[src/rtl/pc_fetch_unit.sv]
//------------------------------------------------------------------------------
// pc_fetch_unit : next-PC selection, fetch handshake, misaligned-target trap
// Revision 1.0 - initial release
//------------------------------------------------------------------------------
`default_nettype none

module pc_fetch_unit #(
   parameter int               XLEN              = 32,
   parameter logic [XLEN-1:0]  RESET_VECTOR      = '0,
   parameter logic [XLEN-1:0]  MISALIGN_TRAP_VEC = XLEN'(32'h0000_0100),
   parameter int               ALIGN_BITS        = 2,
   parameter int               CNT_W             = 32
) (
   input  logic              clk,
   input  logic              reset,
   input  logic              pc_ready,
   input  logic              br_taken,
   input  logic [XLEN-1:0]   br_target,
   input  logic              jmp_valid,
   input  logic [XLEN-1:0]   jmp_target,
   input  logic              trap_valid,
   input  logic [XLEN-1:0]   trap_target,
   input  logic              mret_valid,
   input  logic              halt_req,
   output logic [XLEN-1:0]   pc,
   output logic [XLEN-1:0]   pc_4,
   output logic              pc_valid,
   output logic [XLEN-1:0]   epc,
   output logic [XLEN-1:0]   tval,
   output logic              exc_misalign,
   output logic              halted,
   output logic [CNT_W-1:0]  fetch_count
);

   typedef enum logic [1:0] {
      BOOT = 2'd0,
      RUN  = 2'd1,
      HALT = 2'd2
   } state_t;

   localparam logic [XLEN-1:0] ALIGN_MASK = XLEN'((64'd1 << ALIGN_BITS) - 64'd1);

   state_t          state, state_nxt;
   logic [XLEN-1:0] pc_nxt, epc_nxt, tval_nxt;
   logic            exc_nxt;
   logic            accept;
   logic            jmp_mis, br_mis;

   assign pc_4    = pc + XLEN'(4);
   assign halted  = (state == HALT);
   assign accept  = pc_valid & pc_ready;
   assign jmp_mis = |(jmp_target & ALIGN_MASK);
   assign br_mis  = |(br_target & ALIGN_MASK);

   always_comb begin
      state_nxt = state;
      pc_nxt    = pc;
      epc_nxt   = epc;
      tval_nxt  = tval;
      exc_nxt   = 1'b0;
      unique case (state)
         BOOT: state_nxt = RUN;
         RUN: begin
            if (trap_valid) begin
               pc_nxt  = trap_target;
               epc_nxt = pc;
            end else if (mret_valid) begin
               pc_nxt = epc;
            end else if (jmp_valid) begin
               if (jmp_mis) begin
                  pc_nxt   = MISALIGN_TRAP_VEC;
                  epc_nxt  = pc;
                  tval_nxt = jmp_target;
                  exc_nxt  = 1'b1;
               end else begin
                  pc_nxt = jmp_target;
               end
            end else if (br_taken) begin
               if (br_mis) begin
                  pc_nxt   = MISALIGN_TRAP_VEC;
                  epc_nxt  = pc;
                  tval_nxt = br_target;
                  exc_nxt  = 1'b1;
               end else begin
                  pc_nxt = br_target;
               end
            end else begin
               // halt only when nothing redirects; an accepted fetch still advances
               if (halt_req) state_nxt = HALT;
               if (accept)   pc_nxt    = pc_4;
            end
         end
         HALT: begin
            if (trap_valid) begin
               state_nxt = RUN;
               pc_nxt    = trap_target;
               epc_nxt   = pc;
            end else if (mret_valid) begin
               state_nxt = RUN;
               pc_nxt    = epc;
            end
         end
         default: state_nxt = BOOT;
      endcase
   end

   always_ff @(posedge clk or negedge reset) begin
      if (!reset) begin
         state        <= BOOT;
         pc           <= RESET_VECTOR;
         epc          <= '0;
         tval         <= '0;
         exc_misalign <= 1'b0;
         pc_valid     <= 1'b0;
         fetch_count  <= '0;
      end else begin
         state        <= state_nxt;
         pc           <= pc_nxt;
         epc          <= epc_nxt;
         tval         <= tval_nxt;
         exc_misalign <= exc_nxt;
         pc_valid     <= (state_nxt == RUN);
         if (accept) fetch_count <= fetch_count + CNT_W'(1);
      end
   end

endmodule

`default_nettype wire

[config.mk]
export PLATFORM = sky130hd
export DESIGN_NAME = pc_fetch_unit
export DESIGN_NICKNAME = d
export VERILOG_FILES = /design/src/rtl/pc_fetch_unit.sv
export SDC_FILE = /design/constraint.sdc
export NUM_CORES = 1
export LEC_CHECK = 0
export BUFFER_PORTS_ARGS = -buffer_cell sky130_fd_sc_hd__clkbuf_2
export CORE_MARGIN = 4
export CORE_UTILIZATION = 42
export CTS_CLUSTER_DIAMETER = 40
export DETAILED_ROUTE_END_ITERATION = 6
export PLACE_DENSITY = 0.71
export SLEW_MARGIN = 10
export SYNTH_ARGS = -nofsm -noshare
export SYNTH_HDL_FRONTEND = slang
export SYNTH_SLANG_ARGS = --single-unit
[constraint.sdc]
create_clock -name clk -period 2.86 [get_ports clk]
set_input_delay 0.572 -clock clk [delete_from_list [all_inputs] [get_ports clk]]
set_output_delay 0.572 -clock clk [all_outputs]
set_load 0.02 [all_outputs]
==> impl_metrics.yaml <==
run_status:
  status: "finished, violations left"
  violations: "setup timing"
cts:
  tritoncts: "done"
  clk-insertion-delay-late_ns: 0.42
  clk_pin_slew_ns: 0.07
  root_buffer: "clkbuf_16"
  ctsHtreeMaxLevel: 4
  max-clock-path-buffers: 2
  cts_buffers: 17
  cts.sinks: 132
grt:
  first_global_vias: 8268
  grt_usage_pct: 27.7
  overflow: 0
  grt_antenna_before_repair: 1
  grt_max_degree: 51
  grt_pass1_wl_um: 46200
die:
  die_h_um: 146
  fp.dieW_um: 146
  start_util_pct: 42.6
  num_io_pins: 267
  num_rows: 50
  die_area_um2: 21200
  core-area_um2: 18700
place:
  dpl_cell_area_um2: 9820
  dp_slack_ns: 0.183
  io_buffer_count: 266
  dp_hpwl_um: 22400
  dp_cells: 1356
  gp_congestion: 0.977
cells_and_area:
  syn_to_final_growth_pct: 35.3
  utilization_pct: 57.6
  stdcell_area_um2: 10800
  final_net_count: 1276
  instances_no_fill: 1413
  layout-drive-gt1-share_pct: 39.5
  diodes: 0
sta:
  max_freq_mhz: 346
  rsz0062_at_grt: "true"
  finalCritPeriodShare_pct: 101
  fin_crit_ns: 2.89
  whs_ns: 0.0788
  worst_slack_ns: -0.0313
  final-hold-violation-count: 0
  maxSlewViolCount: 0
  setup_viol: 4
  worst_pin_slew_ns: 0.760
  skew_ns: 0.00993
  relSlewSlack_pct: 48.9
routing:
  routed_via_density: 5.95
  wl_per_cell_um: 21.5
  wl_um: 30400
  route.detailed.drc: 0
  vias: 8410
  drt_first_iter_violations: 969
  ant_nets: 0
  firstDrtPassIters: 6
yosys:
  ys_async_sr_fraction_pct: 100
  ys_types: 76
  synth.largest_area_cell: "dfrtp_1"
  synthTopCellsByArea: "dfrtp_1 (41%), a21oi_1 (5.0%), mux2_2 (4.5%)"
  synth_area_um2: 7960
  syn_area_per_cell_um2: 9.18
  syn-num-nets: 977
  seq_area_frac_synth_pct: 41.5
  synth_ff_type: "dfrtp_1"
  synth_seq_cells: 132
  synth.top_cell.area_share_pct: 41.5
  yosys_warnings: 0
  synth-edff-count: 0
  netlist_instances: 867
power:
  power.density_nw_per_um2: 1060
  peakVddDrop_v: 0.000570
  cellLeakagePower_nw: 5.14
flow_run:
  maxCapViolCount: 0
worst_setup_path:
  reg2reg_to: "pc[27]"
  required_ns: 2.29
  critPathMaxFanout: 5
  cp-end-kind: "output port"
  r2r_start: "state[0]"
  startpoint_type: "flop"
  crit_type: "flop to output port"
  reg2reg_depth: 9
  cp_data_arrival_time_ns: 2.32
  r2r_slack_ns: 0.30
hold_path:
  hold_path.class: "input port to asynchronous set/reset pin"
-- cells in the mapped netlist (6+ instances only) --
library cell and count:
mux2i_1 34, nand4_1 22, o21ai_0 32, inv_1 18
nand3_1 25, xor2_1 20, and4_1 9, mux2_2 32
a211oi_1 12, nor2_1 77, a22oi_1 8, and2_1 6
dfrtp_1 132, nand2_1 70, and3_1 11, clkbuf_1 40
nand2b_1 7, nor3_1 21, a221oi_1 9, a31oi_1 7
nor2b_1 6, buf_2 23, o31ai_1 14, o211ai_1 8
xnor2_1 37, a21oi_1 80, a222oi_1 8, ha_1 6
-- through the flow --
stage | power, W | setup TNS, ns
finish | 0.0114 | -0.100
global route | 0.0120 | -0.748
CTS | 0.0113 | -0.287
detailed placement | 0.00894 | 0
global placement | 0.00887 | 0
floorplan | 0.00674 | 0
-- critical path: stages (launching register included) --
cell	delay [ns]
dfrtp_1	0.40
nand4_1	0.24
or4_4	0.66
nor4_4	0.21
xor2_1	0.21
buf_4	0.17
-- worst max path at each step --
stage / to / depth (start not counted) / slack, ns / from
after global routing: pc_4[26] / 7 / -0.13 / pc[3]
after floorplan: pc_4[26] / 7 / 0.02 / pc[2]
final: pc_4[29] / 5 / -0.03 / pc[8]
after detailed placement: pc_4[30] / 6 / 0.18 / pc[3]
after global placement: pc_4[30] / 6 / 0.23 / pc[2]
after CTS: pc_4[30] / 6 / -0.06 / pc[3]
-- kinds of logic after synthesis --
family                   share of synthesized area [%]
AO/OA/AOI/OAI                                     18.9
multiplexers                                      8.94
XOR/XNOR                                          6.27
flip-flops                                        41.5
buffers and inverters                             4.70
adder cells (fa/ha/maj)                          0.943
AND/OR/NAND/NOR                                   18.7
-- metal layers --
| metal | GRT usage, % | part of all wire [%] | up-vias |
|---|---|---|---|
| met5 | 0 | 0.043 | - |
| met4 | 11.4 | 3.9 | 2 |
| met3 | 8.81 | 11 | 106 |
| met2 | 44.2 | 46 | 511 |
| met1 | 34.8 | 39 | 4003 |
| li1 | - | - | 3788 |
-- state kept, by name, summed over array words and instances (netlist names) --
signal,flops
exc_misalign,1
pc_valid,1
pc,32
fetch_count,32
epc,32
tval,32
state,2
-- cell type report --
cell class / count / area [um2]
fillers: 1667 / 7930
multi-input cells: 646 / 4480
flip-flops and latches: 132 / 3310
repair buffers: 349 / 2060
clock buffers: 17 / 425
well taps: 234 / 293
clock inverters: 15 / 133
inverters: 20 / 75.1
-- report_power, final --
group	switching, W	leakage (nW)	internal (W)
clock network	0.000958	0.267	0.00115
logic	0.00367	3.27	0.00229
registers	0.000748	1.60	0.00263
-- cells in the final DEF, fill, tap and decap left out, types with 23 or more instances in the layout --
cell	synthesis	layout
a21oi_1	80	80
buf_4	3	80
clkbuf_2	0	254
dfrtp_1	132	125
mux2_2	32	32
mux2i_1	34	34
nand2_1	70	68
nand3_1	25	23
nor2_1	77	74
o21ai_0	32	32
xnor2_1	37	35
-- repair_timing --
| action | 4_1_cts | 5_1_grt |
|---|---|---|
| endpoints found under the setup margin | 11 | 16 |
| resized for setup | 39 | 23 |
| pin swaps | 10 | 11 |
| buffers inserted | 17 | 8 |
| hold buffers | 0 | 0 |
No activity file was read; power rests on OpenSTA's default activity.
